--- config.mk ---
export PLATFORM = sky130hd
export DESIGN_NAME = lcd_responder
export DESIGN_NICKNAME = d
export VERILOG_FILES = /design/src/rtl/lcd_pkg.sv /design/src/rtl/lcd_ddram.sv /design/src/rtl/lcd_responder.sv
export SDC_FILE = /design/constraint.sdc
export NUM_CORES = 1
export LEC_CHECK = 0
export CORE_MARGIN = 5
export CORE_UTILIZATION = 50
export DETAILED_ROUTE_END_ITERATION = 12
export PLACE_DENSITY = 0.66
export SETUP_SLACK_MARGIN = 0.4
export SYNTH_ARGS = -nofsm -noshare
export SYNTH_HDL_FRONTEND = slang
export SYNTH_SLANG_ARGS = --single-unit
--- constraint.sdc ---
create_clock -name clk -period 6.21 [get_ports clk]
set_input_delay 0.621 -clock clk [delete_from_list [all_inputs] [get_ports clk]]
set_output_delay 0.621 -clock clk [all_outputs]
set_load 0.02 [all_outputs]
--- src/rtl/lcd_pkg.sv ---
// Shared definitions for the character-LCD responder: nibble-FSM states,
// command/nibble constants and display RAM geometry.
package lcd_pkg;

    // Nibble state machine: three init nibbles, wait for the 4-bit switch,
    // then alternate between high and low nibble of each byte.
    typedef enum logic [2:0] {
        ST_INIT0 = 3'd0,
        ST_INIT1 = 3'd1,
        ST_INIT2 = 3'd2,
        ST_WAIT4 = 3'd3,
        ST_HI    = 3'd4,
        ST_LO    = 3'd5
    } nib_state_t;

    localparam logic [7:0] CMD_CLEAR     = 8'h01;
    localparam int         CMD_SET_DDRAM = 7;
    localparam logic [3:0] INIT_NIBBLE   = 4'h3;
    localparam logic [3:0] MODE4_NIBBLE  = 4'h2;
    localparam logic [7:0] BLANK_CHAR    = 8'h20;
    localparam int         RAM_DEPTH     = 128;

endpackage

--- src/rtl/lcd_ddram.sv ---
// 128x8 display RAM: one synchronous write port, one registered read port.
// A read and write to the same address in one cycle returns the old value.
module lcd_ddram (
    input  logic       clk,
    input  logic       we,
    input  logic [6:0] wr_addr,
    input  logic [7:0] wr_data,
    input  logic [6:0] rd_addr,
    output logic [7:0] rd_data
);

    logic [7:0] mem [0:127];

    // Synchronous write port
    always_ff @(posedge clk) begin
        if (we) begin
            mem[wr_addr] <= wr_data;
        end
    end

    // Registered read port (read-before-write on address collision)
    always_ff @(posedge clk) begin
        rd_data <= mem[rd_addr];
    end

endmodule

--- src/rtl/lcd_responder.sv ---
// Character-LCD controller model: samples the LCD pins, runs the 4-bit init
// handshake, pairs nibbles into bytes and executes set-address / data-write
// commands into a 128-byte display RAM.
// Optional feature: define LCD_RESP_CLEAR_EN to build the clear-display fill
// engine (command 0x01 blanks the RAM over CLEAR_CYCLES busy cycles).
module lcd_responder
    import lcd_pkg::*;
#(
    parameter int CLEAR_CYCLES = 128
) (
    input  logic       clk,
    input  logic       reset,
    input  logic       lcde,
    input  logic       lcdrs,
    input  logic       lcdrw,
    input  logic [3:0] lcddat,
    output logic       byte_valid,
    output logic       byte_rs,
    output logic [7:0] byte_data,
    output logic [6:0] ddram_addr,
    output logic       mode_4bit,
    output logic       busy,
    output logic       proto_err,
    input  logic [6:0] rd_addr,
    output logic [7:0] rd_data
);

    logic       lcde_reg;
    logic       lcdrs_reg;
    logic       lcdrw_reg;
    logic [3:0] lcddat_reg;

    nib_state_t state_reg;
    nib_state_t state_next;

    logic       byte_valid_reg;
    logic       byte_rs_reg;
    logic [7:0] byte_data_reg;
    logic       held_rs_reg;
    logic [6:0] ddram_addr_reg;
    logic       mode_4bit_reg;
    logic       proto_err_reg;

    logic       strobe;
    logic       accept;
    logic       reject;
    logic       busy_int;
    logic       is_init;
    logic       is_mode4;
    logic       fsm_err;
    logic       set_mode;
    logic       latch_hi;
    logic       emit;
    logic [7:0] emit_byte;
    logic       exec_data;
    logic       exec_set;

    logic       ram_we;
    logic [6:0] ram_addr;
    logic [7:0] ram_wdata;

    // Register the pins every cycle; the strobe is the falling edge of lcde
    always_ff @(posedge clk) begin
        if (reset) begin
            lcde_reg   <= 1'b0;
            lcdrs_reg  <= 1'b0;
            lcdrw_reg  <= 1'b0;
            lcddat_reg <= 4'h0;
        end else begin
            lcde_reg   <= lcde;
            lcdrs_reg  <= lcdrs;
            lcdrw_reg  <= lcdrw;
            lcddat_reg <= lcddat;
        end
    end

    assign strobe   = lcde_reg & ~lcde;
    assign accept   = strobe & ~lcdrw_reg & ~busy_int;
    assign reject   = strobe & (lcdrw_reg | busy_int);
    assign is_init  = ~lcdrs_reg & (lcddat_reg == INIT_NIBBLE);
    assign is_mode4 = ~lcdrs_reg & (lcddat_reg == MODE4_NIBBLE);

    // Nibble FSM state register
    always_ff @(posedge clk) begin
        if (reset) begin
            state_reg <= ST_INIT0;
        end else begin
            state_reg <= state_next;
        end
    end

    // Nibble FSM next-state: only accepted strobes move the machine
    always_comb begin
        state_next = state_reg;
        if (accept) begin
            case (state_reg)
                ST_INIT0: if (is_init)  state_next = ST_INIT1;
                ST_INIT1: if (is_init)  state_next = ST_INIT2;
                ST_INIT2: if (is_init)  state_next = ST_WAIT4;
                ST_WAIT4: if (is_mode4) state_next = ST_HI;
                ST_HI:    state_next = ST_LO;
                ST_LO:    state_next = ST_HI;
                default:  state_next = ST_INIT0;
            endcase
        end
    end

    // Nibble FSM outputs: per-strobe actions and handshake errors
    always_comb begin
        fsm_err  = 1'b0;
        set_mode = 1'b0;
        latch_hi = 1'b0;
        emit     = 1'b0;
        if (accept) begin
            case (state_reg)
                ST_INIT0, ST_INIT1, ST_INIT2: fsm_err = ~is_init;
                ST_WAIT4: begin
                    set_mode = is_mode4;
                    fsm_err  = ~is_mode4 & ~is_init;
                end
                ST_HI: latch_hi = 1'b1;
                ST_LO: begin
                    emit    = 1'b1;
                    fsm_err = (lcdrs_reg != held_rs_reg);
                end
                default: fsm_err = 1'b0;
            endcase
        end
    end

    // The byte type follows the RS captured with the high nibble
    assign emit_byte = {byte_data_reg[7:4], lcddat_reg};
    assign exec_data = emit & held_rs_reg;
    assign exec_set  = emit & ~held_rs_reg & emit_byte[CMD_SET_DDRAM];

`ifdef LCD_RESP_CLEAR_EN
    localparam int CNT_W = $clog2(CLEAR_CYCLES) + 1;

    logic             exec_clear;
    logic             clear_req_reg;
    logic             busy_reg;
    logic [CNT_W-1:0] fill_cnt_reg;
    logic             fill_we;

    assign exec_clear = emit & ~held_rs_reg & (emit_byte == CMD_CLEAR);

    // Clear engine: busy starts the cycle after byte_valid and lasts CLEAR_CYCLES
    always_ff @(posedge clk) begin
        if (reset) begin
            clear_req_reg <= 1'b0;
            busy_reg      <= 1'b0;
            fill_cnt_reg  <= '0;
        end else begin
            clear_req_reg <= exec_clear;
            if (clear_req_reg) begin
                busy_reg     <= 1'b1;
                fill_cnt_reg <= '0;
            end else if (busy_reg) begin
                if (fill_cnt_reg == CNT_W'(CLEAR_CYCLES - 1)) begin
                    busy_reg <= 1'b0;
                end
                fill_cnt_reg <= fill_cnt_reg + 1'b1;
            end
        end
    end

    // Fill one address per busy cycle; byte writes cannot occur while busy
    assign fill_we   = busy_reg & (fill_cnt_reg < CNT_W'(RAM_DEPTH));
    assign busy_int  = busy_reg;
    assign ram_we    = exec_data | fill_we;
    assign ram_addr  = fill_we ? fill_cnt_reg[6:0] : ddram_addr_reg;
    assign ram_wdata = fill_we ? BLANK_CHAR : emit_byte;
`else
    // Clear length only matters when the fill engine is built
    logic clear_len_unused;
    assign clear_len_unused = (CLEAR_CYCLES < RAM_DEPTH);

    assign busy_int  = 1'b0;
    assign ram_we    = exec_data;
    assign ram_addr  = ddram_addr_reg;
    assign ram_wdata = emit_byte;
`endif

    // Byte assembly, address counter, mode and sticky error flag
    always_ff @(posedge clk) begin
        if (reset) begin
            byte_valid_reg <= 1'b0;
            byte_rs_reg    <= 1'b0;
            byte_data_reg  <= 8'h00;
            held_rs_reg    <= 1'b0;
            ddram_addr_reg <= 7'h00;
            mode_4bit_reg  <= 1'b0;
            proto_err_reg  <= 1'b0;
        end else begin
            byte_valid_reg <= emit;
            if (latch_hi) begin
                byte_data_reg[7:4] <= lcddat_reg;
                held_rs_reg        <= lcdrs_reg;
            end
            if (emit) begin
                byte_data_reg[3:0] <= lcddat_reg;
                byte_rs_reg        <= held_rs_reg;
            end
            if (set_mode) begin
                mode_4bit_reg <= 1'b1;
            end
            if (reject | fsm_err) begin
                proto_err_reg <= 1'b1;
            end
            if (exec_data) begin
                ddram_addr_reg <= ddram_addr_reg + 7'd1;
            end else if (exec_set) begin
                ddram_addr_reg <= emit_byte[6:0];
`ifdef LCD_RESP_CLEAR_EN
            end else if (exec_clear) begin
                ddram_addr_reg <= 7'h00;
`endif
            end
        end
    end

    lcd_ddram u_ddram (
        .clk     (clk),
        .we      (ram_we),
        .wr_addr (ram_addr),
        .wr_data (ram_wdata),
        .rd_addr (rd_addr),
        .rd_data (rd_data)
    );

    assign byte_valid = byte_valid_reg;
    assign byte_rs    = byte_rs_reg;
    assign byte_data  = byte_data_reg;
    assign ddram_addr = ddram_addr_reg;
    assign mode_4bit  = mode_4bit_reg;
    assign busy       = busy_int;
    assign proto_err  = proto_err_reg;

endmodule

==> results.txt <==
----------------------------------------------------
[Logic synthesis]
  Proportion of synthesized flip-flops having asynchronous set or reset ... 0
  Count of distinct cell types in the synthesized netlist ... 44
  Cell Area, Synth ... 0.0409 sq mm
  Number of instances in the synthesized netlist ... 1786
  Syn. warnings ... 0
  Dominant synthesized flop cell ... sky130_fd_sc_hd__edfxtp_1
  Number of enable-type register cells in the synthesized netlist ... 1024
  Number of register bits inferred by synthesis ... 1062
  Sequential share of the synthesized area ... 0.770
  Synthesized netlist net count ... 1803
  Average instance area after synthesis ... 22.9 sq um

[Critical path]
  R2R Path Start ... lcde_reg$_SDFF_PP0_
  Crit-path max cell delay ... 810 ps
  Ordered cell list for the critical path ... clkdlybuf4s50_1, nor3b_1, nand3_1, nor2_1, nand2_2, nor2_1
  Slack of the worst reg-to-reg path ... 2840 ps
  CP Buf/Inv Count ... 1
  Reg2reg end ... u_ddram.mem[72][0]$_DFFE_PP_
  FF-to-FF path depth ... 5
  Kind of critical path ... in2reg
  Maximum net fanout on the critical path ... 16
  Crit path DAT ... 3760 ps
  Most frequent cell on the critical path ... sky130_fd_sc_hd__nor2_1
  CP endpoint kind ... flip-flop
  Kind of launch point of the worst setup path ... input port
  Slowest cell on the critical path ... sky130_fd_sc_hd__nor2_1
  Kind of cell adding the most delay to the critical path ... simple AND/OR/NAND/NOR gates
  Required time reported for the critical path endpoint ... 6490 ps

[Clock network]
  Buffers inserted during post-CTS setup optimization ... 0
  CTS Hold Buffers Added ... 0
  Clk Latency, worst-skew pair ... 650 ps
  Post-CTS clock slew at the launch and capture registers of the worst setup and hold paths ... 60 ps
  Post-cts resize count ... 0
  TritonCTS clock tree ... built
  TritonCTS sink count ... 1062
  Clock tree buffer depth ... 3
  Buffer type at the clock tree root ... sky130_fd_sc_hd__clkbuf_16
  Deepest level of the CTS H-tree ... 3
  Cts bufs inserted ... 103

[Detailed routing]
  Starting DRC count in detailed routing ... 2035
  Met2 wire length ... 45200 microns
  Total detailed-routing wirelength ... 91700 microns
  Met3 routed wirelength ... 7610 microns
  Routed metal-1 wire length ... 36900 microns
  Highest metal layer with signal wires ... met4
  Drt drc ... 0
  Routed via count ... 18700
  First-pass iteration count of the detailed router ... 5
  Number of nets still failing antenna checks after routing ... 0
  Routed wire length per instance ... 30.4 microns
  Routed via count divided by cell count ... 6.18

[Placed design]
  GPL Wtd Cong ... 0.795
  Post-DP HPWL ... 53400 microns
  Placed Cells ... 2829
  Port Buffer Count ... 42
  Standard cell area after detailed placement ... 0.0426 sq mm

[Hold path]
  Class of the tightest hold or removal check ... reg2reg
  Worst hold start ... byte_data[0]$_SDFFE_PP0N_
  Min-Delay Path Depth ... 2
  Terminating pin of the worst hold path ... byte_data[0]$_SDFFE_PP0N_

[Flow run]
  Max-cap violations ... 0

[Timing]
  Finish-stage setup viols ... 0
  Final critical-path share of the clock period ... 0.560
  Actual slew at the worst max-slew pin ... 1160 ps
  Total count of max-transition violations in the final report ... 0
  Worst slew margin ... 0.230
  Crit path time final ... 3480 ps
  Maximum clock rate ... 287 MHz
  Smallest hold slack ... 468 ps
  Unrepaired setup endpoints after global routing ... false
  Setup_tns ... 0 ps
  Post-Route Skew ... 16.9 ps
  Hold violation count in the final report ... 0

[Pwr]
  Power per unit of standard cell area ... 315 mW/mm^2
  Largest vdd supply drop ... 0.000233 V
  Standby leakage power ... 13.4 nW

[Final layout]
  Sequential cell area ... 0.0315 sq mm
  Post-layout util ... 0.563
  Combined area of the multi-input logic cells ... 0.00896 sq mm
  Number of inserted diodes ... 0
  Synthesis-to-layout area growth ... 12.3%
  Layout net count ... 1881
  Layout fillers ... 5809
  Max reg flops ... 1024
  Non-Filler Instances ... 3019
  Final non-filler cell area ... 0.0460 sq mm
  Layout cells sized above 1 ... 0.278

[Global route]
  Total overflow reported by the global router ... 0
  GRT Overall Usage ... 0.212
  Number of antenna violations at the first check in global routing ... 4
  Number of global-route vias before repair ... 19200
  Maximum number of pins on one net before global-route repair ... 102
  Global-route wire length before repair ... 134000 microns

[Floorplan]
  Die span in x ... 296 microns
  Floorplan row count ... 105
  Floorplan die area ... 0.0877 sq mm
  Number of top-level pins ... 44
  Die Ht ... 296 microns
  Initial cell density of the core ... 0.502
  Core area ... 0.0816 sq mm

[Outcome]
  Status ... finished clean

----------------------------------------------------
## tightest hold or removal path, stage by stage, from the launching register on
cell and delay, ps:
sky130_fd_sc_hd__dfxtp_1 300, sky130_fd_sc_hd__nand2_1 60, sky130_fd_sc_hd__a21oi_1 60
## cell usage after synthesis, types with 2 or more instances
master,n,area share
sky130_fd_sc_hd__nand4_1,2,0.00031
sky130_fd_sc_hd__a2111oi_0,2,0.00043
sky130_fd_sc_hd__mux2_2,8,0.0022
sky130_fd_sc_hd__nor3_1,2,0.00024
sky130_fd_sc_hd__o21ai_0,9,0.0011
sky130_fd_sc_hd__buf_1,24,0.0022
sky130_fd_sc_hd__nor2b_1,12,0.0018
sky130_fd_sc_hd__a31oi_1,3,0.00046
sky130_fd_sc_hd__nor2_1,153,0.014
sky130_fd_sc_hd__nand2_1,24,0.0022
sky130_fd_sc_hd__a21o_1,2,0.00037
sky130_fd_sc_hd__edfxtp_1,1024,0.75
sky130_fd_sc_hd__nand3_1,15,0.0018
sky130_fd_sc_hd__and3b_1,2,0.00043
sky130_fd_sc_hd__nand3b_1,5,0.00092
sky130_fd_sc_hd__mux2i_1,6,0.0015
sky130_fd_sc_hd__mux4_2,336,0.18
sky130_fd_sc_hd__buf_2,21,0.0026
sky130_fd_sc_hd__a21oi_1,17,0.0021
sky130_fd_sc_hd__buf_4,5,0.00092
sky130_fd_sc_hd__inv_1,6,0.00055
sky130_fd_sc_hd__clkbuf_1,47,0.0043
sky130_fd_sc_hd__dfxtp_1,38,0.019
sky130_fd_sc_hd__buf_6,3,0.00083
## area by class of cell
| type | count | share of cell area |
|---|---|---|
| Tap cell | 1070 | 0.0291 |
| Sequential cell | 1062 | 0.686 |
| Inverter | 6 | 0.000490 |
| Timing Repair Buffer | 73 | 0.0156 |
| Multi-Input combinational cell | 618 | 0.195 |
| Clock inverter | 61 | 0.0134 |
| Clock buffer | 129 | 0.0604 |
## cell families (layout without fill, tap and decap cells)
kind of cell / after synthesis / in the layout / synth area share
DFF: 1062 / 1062 / 0.770
muxes: 350 / 350 / 0.189
and+or+nand+nor: 224 / 224 / 0.0235
buffers and inverters: 106 / 269 / 0.0114
AOI/OAI and AO/OA: 41 / 41 / 0.00602
adders and majority gates: 1 / 1 / 0.000306
other: 1 / 1 / 0.0000916
xor gates and xnor gates: 1 / 1 / 0.000214
## metal layers
metal / global-route usage / vias up
met4: 0.0536 / 0
met3: 0.0461 / 134
met1: 0.305 / 10000
li1: - / 7700
met2: 0.338 / 785
met5: 0 / -
## metrics by stage
stage	power (W)	worst slack (ps)
after floorplan	0.00824	3040
after global placement	0.00836	2250
after detailed placement	0.00837	2150
after CTS	0.0146	2800
after global routing	0.0149	2500
final	0.0145	2730
## cells in the final DEF, fill, tap and decap left out, drive strengths merged, types with 3 or more instances in the layout
cell,synthesis,final
buf,53,35
nor2,153,153
nor2b,12,12
nor3,3,3
mux2i,6,6
inv,6,10
dfxtp,38,38
edfxtp,1024,1024
o21ai,9,9
a21oi,17,17
a31oi,3,3
mux4,336,336
mux2,8,8
clkinv,0,44
clkbuf,47,129
clkdlybuf4s50,0,38
nand3,15,15
nand2,24,24
bufinv,0,12
nand3b,5,5
## worst max path at each step
stage	startpoint	endpoint	slack (ps)	cells after the start
detailed placement	lcde	u_ddram.mem[96][3]$_DFFE_PP_	2150	6
global placement	lcde	u_ddram.mem[0][4]$_DFFE_PP_	2250	6
floorplan	lcddat_reg[1]$_SDFF_PP0_	state_reg[1]$_SDFFE_PP0P_	3040	5
finish	lcde	u_ddram.mem[72][0]$_DFFE_PP_	2730	6
global route	lcde	u_ddram.mem[72][4]$_DFFE_PP_	2500	6
CTS	lcde	u_ddram.mem[72][3]$_DFFE_PP_	2800	6
## report_power, final
group / leakage [nW] / internal, W / switching (W)
clock: 1.67 / 0.00367 / 0.00259
sequential: 9.17 / 0.00779 / 0.0000289
combinational: 2.52 / 0.000169 / 0.000218
No activity file was read; power rests on OpenSTA's default activity.
